==> config.mk <==
export PLATFORM = sky130hd
export DESIGN_NAME = adc_frame_unpacker
export DESIGN_NICKNAME = d
export VERILOG_FILES = /design/src/rtl/adc_frame_unpacker.sv
export SDC_FILE = /design/constraint.sdc
export NUM_CORES = 1
export LEC_CHECK = 0
export CELL_PAD_IN_SITES_DETAIL_PLACEMENT = 1
export CELL_PAD_IN_SITES_GLOBAL_PLACEMENT = 1
export CORE_MARGIN = 2
export CORE_UTILIZATION = 39
export DETAILED_ROUTE_END_ITERATION = 12
export GPL_TIMING_DRIVEN = 0
export PLACE_DENSITY_LB_ADDON = 0.1
export SYNTH_ARGS = -nofsm -noshare
export SYNTH_HDL_FRONTEND = slang
export SYNTH_SLANG_ARGS = --single-unit
export TNS_END_PERCENT = 20
==> constraint.sdc <==
create_clock -name CLK -period 2.7 [get_ports CLK]
set_input_delay 0.27 -clock CLK [delete_from_list [all_inputs] [get_ports CLK]]
set_output_delay 0.27 -clock CLK [all_outputs]
set_load 0.01 [all_outputs]
==> src/rtl/adc_frame_unpacker.sv <==
// Frame-aligns the 4-lane x 64-bit ADC capture shift register and drains each
// captured frame as sixteen 16-bit channel samples over a valid/ready stream.

module adc_frame_lane (
  input  logic        CLK,
  input  logic        nRST,
  input  logic        load,
  input  logic [63:0] din,
  input  logic [1:0]  sel,
  output logic [15:0] word
);
  logic [3:0][15:0] data;

  always_ff @(posedge CLK or negedge nRST)
    if (!nRST)     data <= '0;
    else if (load) data <= din;

  // word 0 is the MSB word of the lane (oldest bits on the wire)
  assign word = data[2'd3 - sel];
endmodule

module adc_frame_unpacker (
  input  logic        CLK,
  input  logic        nRST,
  input  logic        FRAME_START,
  input  logic [63:0] DATA_IN [3:0],
  output logic [15:0] SAMPLE,
  output logic [3:0]  CH_IDX,
  output logic        SAMPLE_VALID,
  input  logic        SAMPLE_READY,
  output logic        OVERRUN,
  input  logic        CLR_OVERRUN
);
  typedef enum logic {IDLE, SHIFT} state_t;

  state_t           state;
  logic [6:0]       bit_cnt;
  logic             cap_req, full, hs, last_hs, load, drop;
  logic [3:0]       rd_idx, rd_inc;
  logic [3:0][15:0] lane_word;
  logic [15:0]      sample_nxt;

  // Framer: bit_cnt == 64 means DATA_IN holds the whole frame this cycle
  always_ff @(posedge CLK or negedge nRST)
    if (!nRST) begin
      state   <= IDLE;
      bit_cnt <= '0;
    end else begin
      case (state)
        IDLE:
          if (FRAME_START) begin
            state   <= SHIFT;
            bit_cnt <= 7'd1;
          end
        SHIFT:
          if (FRAME_START) bit_cnt <= 7'd1;
          else if (bit_cnt == 7'd64) begin
            state   <= IDLE;
            bit_cnt <= '0;
          end else bit_cnt <= bit_cnt + 7'd1;
        default: state <= IDLE;
      endcase
    end

  assign cap_req = (state == SHIFT) && (bit_cnt == 7'd64);
  assign hs      = full && SAMPLE_READY;
  assign last_hs = hs && (rd_idx == 4'd15);
  assign load    = cap_req && (!full || last_hs);
  assign drop    = cap_req && !load;
  assign rd_inc  = rd_idx + 4'd1;

  for (genvar i = 0; i < 4; i++) begin : g_lane
    adc_frame_lane u_lane (
      .CLK  (CLK),
      .nRST (nRST),
      .load (load),
      .din  (DATA_IN[i]),
      .sel  (rd_inc[1:0]),
      .word (lane_word[i])
    );
  end

  // SAMPLE is registered from the next read position so it never lags rd_idx
  always_comb begin
    sample_nxt = SAMPLE;
    if (load)    sample_nxt = DATA_IN[0][63:48];
    else if (hs) sample_nxt = lane_word[rd_inc[3:2]];
  end

  always_ff @(posedge CLK or negedge nRST)
    if (!nRST) begin
      full    <= 1'b0;
      rd_idx  <= '0;
      SAMPLE  <= '0;
      OVERRUN <= 1'b0;
    end else begin
      if (load) begin
        full   <= 1'b1;
        rd_idx <= '0;
      end else if (hs) begin
        rd_idx <= rd_inc;
        if (rd_idx == 4'd15) full <= 1'b0;
      end
      SAMPLE <= sample_nxt;
      if (drop)             OVERRUN <= 1'b1;
      else if (CLR_OVERRUN) OVERRUN <= 1'b0;
    end

  assign CH_IDX       = rd_idx;
  assign SAMPLE_VALID = full;
endmodule

### Word-level counts from Yosys, hierarchy flattened

Index checks and enable logic that the tools add are counted.

| word-level totals | value |
|---|---|
| register bits | 286 |
| bits of input ports | 261 |
| output and inout bits | 22 |
| word-level logic and storage cells | 70 |

| cells by class | value |
|---|---|
| add/sub/neg operators | 3 |
| magnitude comparators | 2 |
| eq/ne operators | 3 |
| mux-type cells | 27 |
| bitwise logic cells | 1 |
| reduce and logical (&&, ||, !) cells | 12 |

Operators by type and width:

| kind | number |
|---|---|
| $bmux 16 s2 | 5 |
| $mux 16 | 7 |
| $mux 7 | 3 |
| $pmux 7 s2 | 1 |
| $mux 1 | 8 |
| $mux 4 | 2 |
| $add 7x1->7 const B | 1 |
| $eq 7x7->1 const B | 1 |
| $lt 2x3->1 const B | 2 |
| $reduce_bool 2->1 | 3 |
| $logic_and 1x1->1 | 5 |
| $add 4x1->4 const B | 1 |
| $eq 4x4->1 const B | 1 |
| $logic_not 1->1 | 2 |
| $ne 2x2->1 const B | 1 |
| $pmux 1 s2 | 1 |
| $reduce_and 2->1 | 1 |
| $sub 2x2->2 const A | 1 |
| $logic_or 1x1->1 | 1 |
| $not 1->1 | 1 |

### Longest topological paths before layout

| depth | value |
|---|---|
| depth after elaboration | 8 |
| depth in mapped cells | 9 |
| gate-level depth less buffers | 7 |

### By module

A second synthesis with hierarchy kept.

| unflattened totals | value |
|---|---|
| cell total of the unflattened synthesis | 1016 |
| area total of the unflattened synthesis | 14058.5 um^2 |

By module, submodules not included:

| module | instances | cells each | area each (um^2) | seq. area each (um^2) |
|---|---|---|---|---|
| adc_frame_lane | 4 | 155 | 2781.4 | 1601.5 |
| adc_frame_unpacker | 1 | 396 | 2932.8 | 750.7 |

### Worst setup path after synthesis

No wires, ideal clock.

| path | value |
|---|---|
| path type | reg2reg |
| start | reg rd_idx[0], in the netlist CH_IDX[0] |
| end | reg SAMPLE[0] |
| setup time | 141 ps |
| data arrival time | 2149 ps |
| data required time | 2559 ps |
| slack | 410 ps |
| stages on the path, launching flop included | 8 |
| path buffers | 2 |
| period minus slack after synthesis | 2290 ps |
| path through | dfrtp_1 ha_1 buf_2 buf_1 mux4_2 mux2_2 o211ai_1 a31oi_1 |

| on the way | value |
|---|---|
| longest elaborated chain between the ends | 8 |
| elaborated cells between the ends (all ways) | 19 |
| classes of those cells | add/sub (2); eq/ne (1); mux (12); reduce/logical (4) |

Ends and longest elaborated chain:

| what | RTL line | RTL |
|---|---|---|
| start: declaration | 39 | `logic [3:0] rd_idx, rd_inc;` |
| start signal: assignment | 101 | `rd_idx <= rd_inc;` |
| $add 4x1->4 | 70 | `assign rd_inc = rd_idx + 4'd1;` |
| $sub 2x2->2 | 19 | `assign word = data[2'd3 - sel];` |
| $bmux 16 s2 | 19 |  |
| $mux 16 (implied by the code) | 19 |  |
| $bmux 16 s2 | 87 | `else if (hs) sample_nxt = lane_word[rd_inc[3:2]];` |
| $mux 16 (implied by the code) | 87 |  |
| $mux 16 | 87 |  |
| $mux 16 | 86 | `if (load) sample_nxt = DATA_IN[0][63:48];` |
| end signal: assignment | 104 | `SAMPLE <= sample_nxt;` |
| end: declaration | 27 | `output logic [15:0] SAMPLE,` |

Parallel ways exist; a longest one is shown, timed or not. The select of a mux whose other input is x is not followed.
A chain may end at the register's enable or synchronous reset.

### Final worst setup path

| path | value |
|---|---|
| start | reg rd_idx[0], in the netlist CH_IDX[0] |
| end | reg g_lane[3].u_lane.data[42] (netlist bit) |

| on the way | value |
|---|---|
| longest elaborated chain between the ends | 4 |

Ends and longest elaborated chain:

| what | RTL line | RTL |
|---|---|---|
| $eq 4x4->1 | 67 | `assign last_hs = hs && (rd_idx == 4'd15);` |
| $logic_and 1x1->1 | 67 |  |
| $logic_or 1x1->1 | 68 | `assign load = cap_req && (!full \|\| last_hs);` |
| $logic_and 1x1->1 | 68 |  |
| end signal: assignment | 16 | `else if (load) data <= din;` |
| end: declaration | 12 | `logic [3:0][15:0] data;` |

No other way between the ends.

==> qor.yml <==
peakVddDrop_mv: 0.464
ys_seq_area_share_pct: 55.2
place.gp.congestion: 0.878
cpMostUsedCell: "nand2_1"
grt_pass1_wl_um: 71000
worst-slew-pin-transition_ps: 676
cpPeakStageDelay_ps: 510
leakagePower_nw: 8.31
fmax_mhz: 384
outcome: "complete, no violations"
r2r-end: "g_lane[3].u_lane.data[42]"
grt_overflow: 0
hold_violations: 0
placed_cell_area_sq_um: 16400
syn_to_final_growth_pct: 35.5
num_rows: 66
antennaDiodeCount: 0
cp-endpoint: "g_lane[3].u_lane.data[42]"
clk_path_buf_depth: 3
dr.first_iter.drc_count: 611
worst_r2r_path_depth: 7
syn_inst: 1362
startpoint_type: "flip-flop"
setup.worst_path.start: "CH_IDX[0]"
detail-route-antenna-nets: 0
viasPerCell: 5.13
path_depth: 7
path_cells: "ha_1, and4_1, o2111ai_1, clkbuf_2, clkbuf_1, nand2_1, nand2_1"
reg2reg_slack_ps: 90
seq_power_share_pct: 31.8
grt_max_degree: 118
synth_seq_cells: 286
drv_slew: 0
p_int_mw: 10.3
crit_buf_inv: 2
clock_latency_ps: 510
met2_length_um: 22300
power_density_nw_per_um2: 888
hold_path_class: "in -> reg"
max_slew_margin_pct: 54.9
r2r_start: "CH_IDX[0]"
vias: 11000
rsz0062_at_grt: "true"
routedWlPerCell_um: 21.5
dr.pass1.iters: 5
dp_hpwl_um: 33800
synth_largest_area_cell: "dfrtp_1"
skew_ps: 14.1
cts.htree.levels: 2
synth.area.top_cells: "dfrtp_1 55%, nand2_1 23%, mux4_2 11%"
drc: 0
cts_tree: "done"
cp_slowest_cell: "clkbuf_1"
synth_fp_nets: 1626
netSwitchingPower_mw: 5.29
synth.cell_area_sq_um: 13000
crit_family: "buffers and inverters"
fin_crit_sh_pct: 96.6
port_buffers: 282
die_height_um: 186
setup-violations-final: 0
drive_gt1_share_pct: 11.6
fin_nets: 1948
core-area_sq_um: 32600
synth_warnings: 0
maxCapViolCount: 0
p_comb_share_pct: 39.4
path_class: "reg -> reg"
fin_area_sq_um: 17600
endpoint_kind: "flip-flop"
path_clk_slew_ps: 60
cts_buffers: 34
crit_fanout: 10
routed_wl_um: 46100
initial_core_util_pct: 39.7
die_area_sq_um: 34700
io_pins: 283
totalNegativeSetupSlack_ps: 0
p_clk_share_pct: 28.8
top_layer_used: "met4"
cts_root_buffer: "clkbuf_16"
worstPathRequired_ps: 3140
layout_commonest_cell: "nand2_1"
fin_crit_ps: 2610
arrival_ps: 3050
route.met3.wl_um: 2490
die_w_um: 186
final_cell_mix: "790 x nand2_1, 285 x dfrtp_1, 281 x clkdlybuf4s50_1"
antenna_found_initial: 1
grtUsageTotal_pct: 26.9
wl_met1_um: 20400
grt_pass1_vias: 12200
p_sw_share_pct: 33.9
clock-sinks: 286
syn_avg_cell_area_sq_um: 9.52
power_mw: 15.6
synth_top_area_share_pct: 55.2
synth.distinct_cells: 37
==> timing repair <==
item | 4_1_cts | 5_1_grt
hold buffers | 1 | 0
endpoints found under the hold margin | 55 | 0
endpoints found under the setup margin | 255 | 231
buffers inserted | 0 | 1
resized for setup | 16 | 32
==> power by group through the flow <==
stage	Sequential (mW)	Clock (mW)	Combinational [mW]
2_1_floorplan	4.98	0	3.57
3_3_place_gp	5.02	0	5.95
3_5_place_dp	5.02	0	6.05
4_1_cts	4.95	4.56	6.14
5_1_grt	5.00	4.72	6.49
6_report	4.96	4.49	6.15
==> worst min-delay path by stage <==
stage                         startpoint                   endpoint  slack, ps  cells after the start
5_1_grt                     DATA_IN[140]  g_lane[2].u_lane.data[12]        290                      3
6_report                     DATA_IN[85]  g_lane[1].u_lane.data[21]        280                      3
4_1_cts                      DATA_IN[85]  g_lane[1].u_lane.data[21]        270                      3
3_5_place_dp                        nRST                 bit_cnt[3]        240                      1
3_3_place_gp   g_lane[1].u_lane.data[18]  g_lane[1].u_lane.data[18]        450                      2
2_1_floorplan                       nRST                  CH_IDX[0]        -30                      0
==> cell usage after synthesis (all sizes together) <==
cell type / number
a211o: 2
a21oi: 2
a311oi: 1
a31oi: 15
a41oi: 1
and3: 1
and4: 1
and4bb: 1
buf: 41
clkbuf: 42
dfrtp: 286
ha: 3
inv: 5
mux2: 16
mux2i: 18
mux4: 64
nand2: 790
nand2b: 3
nand3: 6
nand4: 1
nor2: 26
nor2b: 3
nor3: 1
o2111ai: 1
o211ai: 15
o21ai: 7
o22ai: 1
o31a: 1
o31ai: 2
xnor2: 2
xor2: 4
==> tightest hold or removal path, delay by kind of cell <==
kind | cells | cell delay, ps
buffers and inverters | 1 | 390
AND/OR/NAND/NOR | 2 | 90
==> per-stage QoR <==
| step | worst slack (ps) | std cells | util (%) | hold slack, ps |
|---|---|---|---|---|
| finish | 92.8 | 2146 | 53.9 | 279 |
| global route | -7.38 | 2146 | 53.9 | 287 |
| CTS | 4.13 | 2145 | 53.7 | 266 |
| detailed placement | -471 | 2088 | 50.3 | 239 |
| global placement | -11470 | 2086 | 50.1 | 452 |
| floorplan | 410 | 1362 | - | -25.6 |
==> layer usage <==
metal	up-vias	GRT usage [%]
met4	0	7.11
li1	5031	-
met1	5579	36.5
met5	-	0
met3	60	4.06
met2	333	45.2
==> cell type report <==
cell class,count,area (sq um)
tap,442,553
sequential,286,7160
inverter,5,18.8
fill,3645,15100
buffer,83,437
multi-input combinational,988,5410
timing repair buffer,286,2910
clock buffer,53,1070
clock inverter,3,15.0
==> state kept, by name (all words and copies together) (netlist names) <==
| name | flops |
|---|---|
| SAMPLE | 16 |
| SAMPLE_VALID | 1 |
| OVERRUN | 1 |
| CH_IDX | 4 |
| bit_cnt | 7 |
| state | 1 |
| g_lane.u_lane.data | 256 |
==> cells by family (layout without fill, tap and decap cells) <==
group | Yosys count | in the layout | synth area share [%]
and+or+nand+nor | 833 | 833 | 24.4
DFF | 286 | 286 | 55.2
AOI/OAI and AO/OA | 48 | 48 | 2.54
muxes | 98 | 98 | 13.9
xor gates and xnor gates | 6 | 6 | 0.463
buffers and inverters | 88 | 430 | 3.16
adders and majority gates | 3 | 3 | 0.290
(Power assumes the default switching activity.)
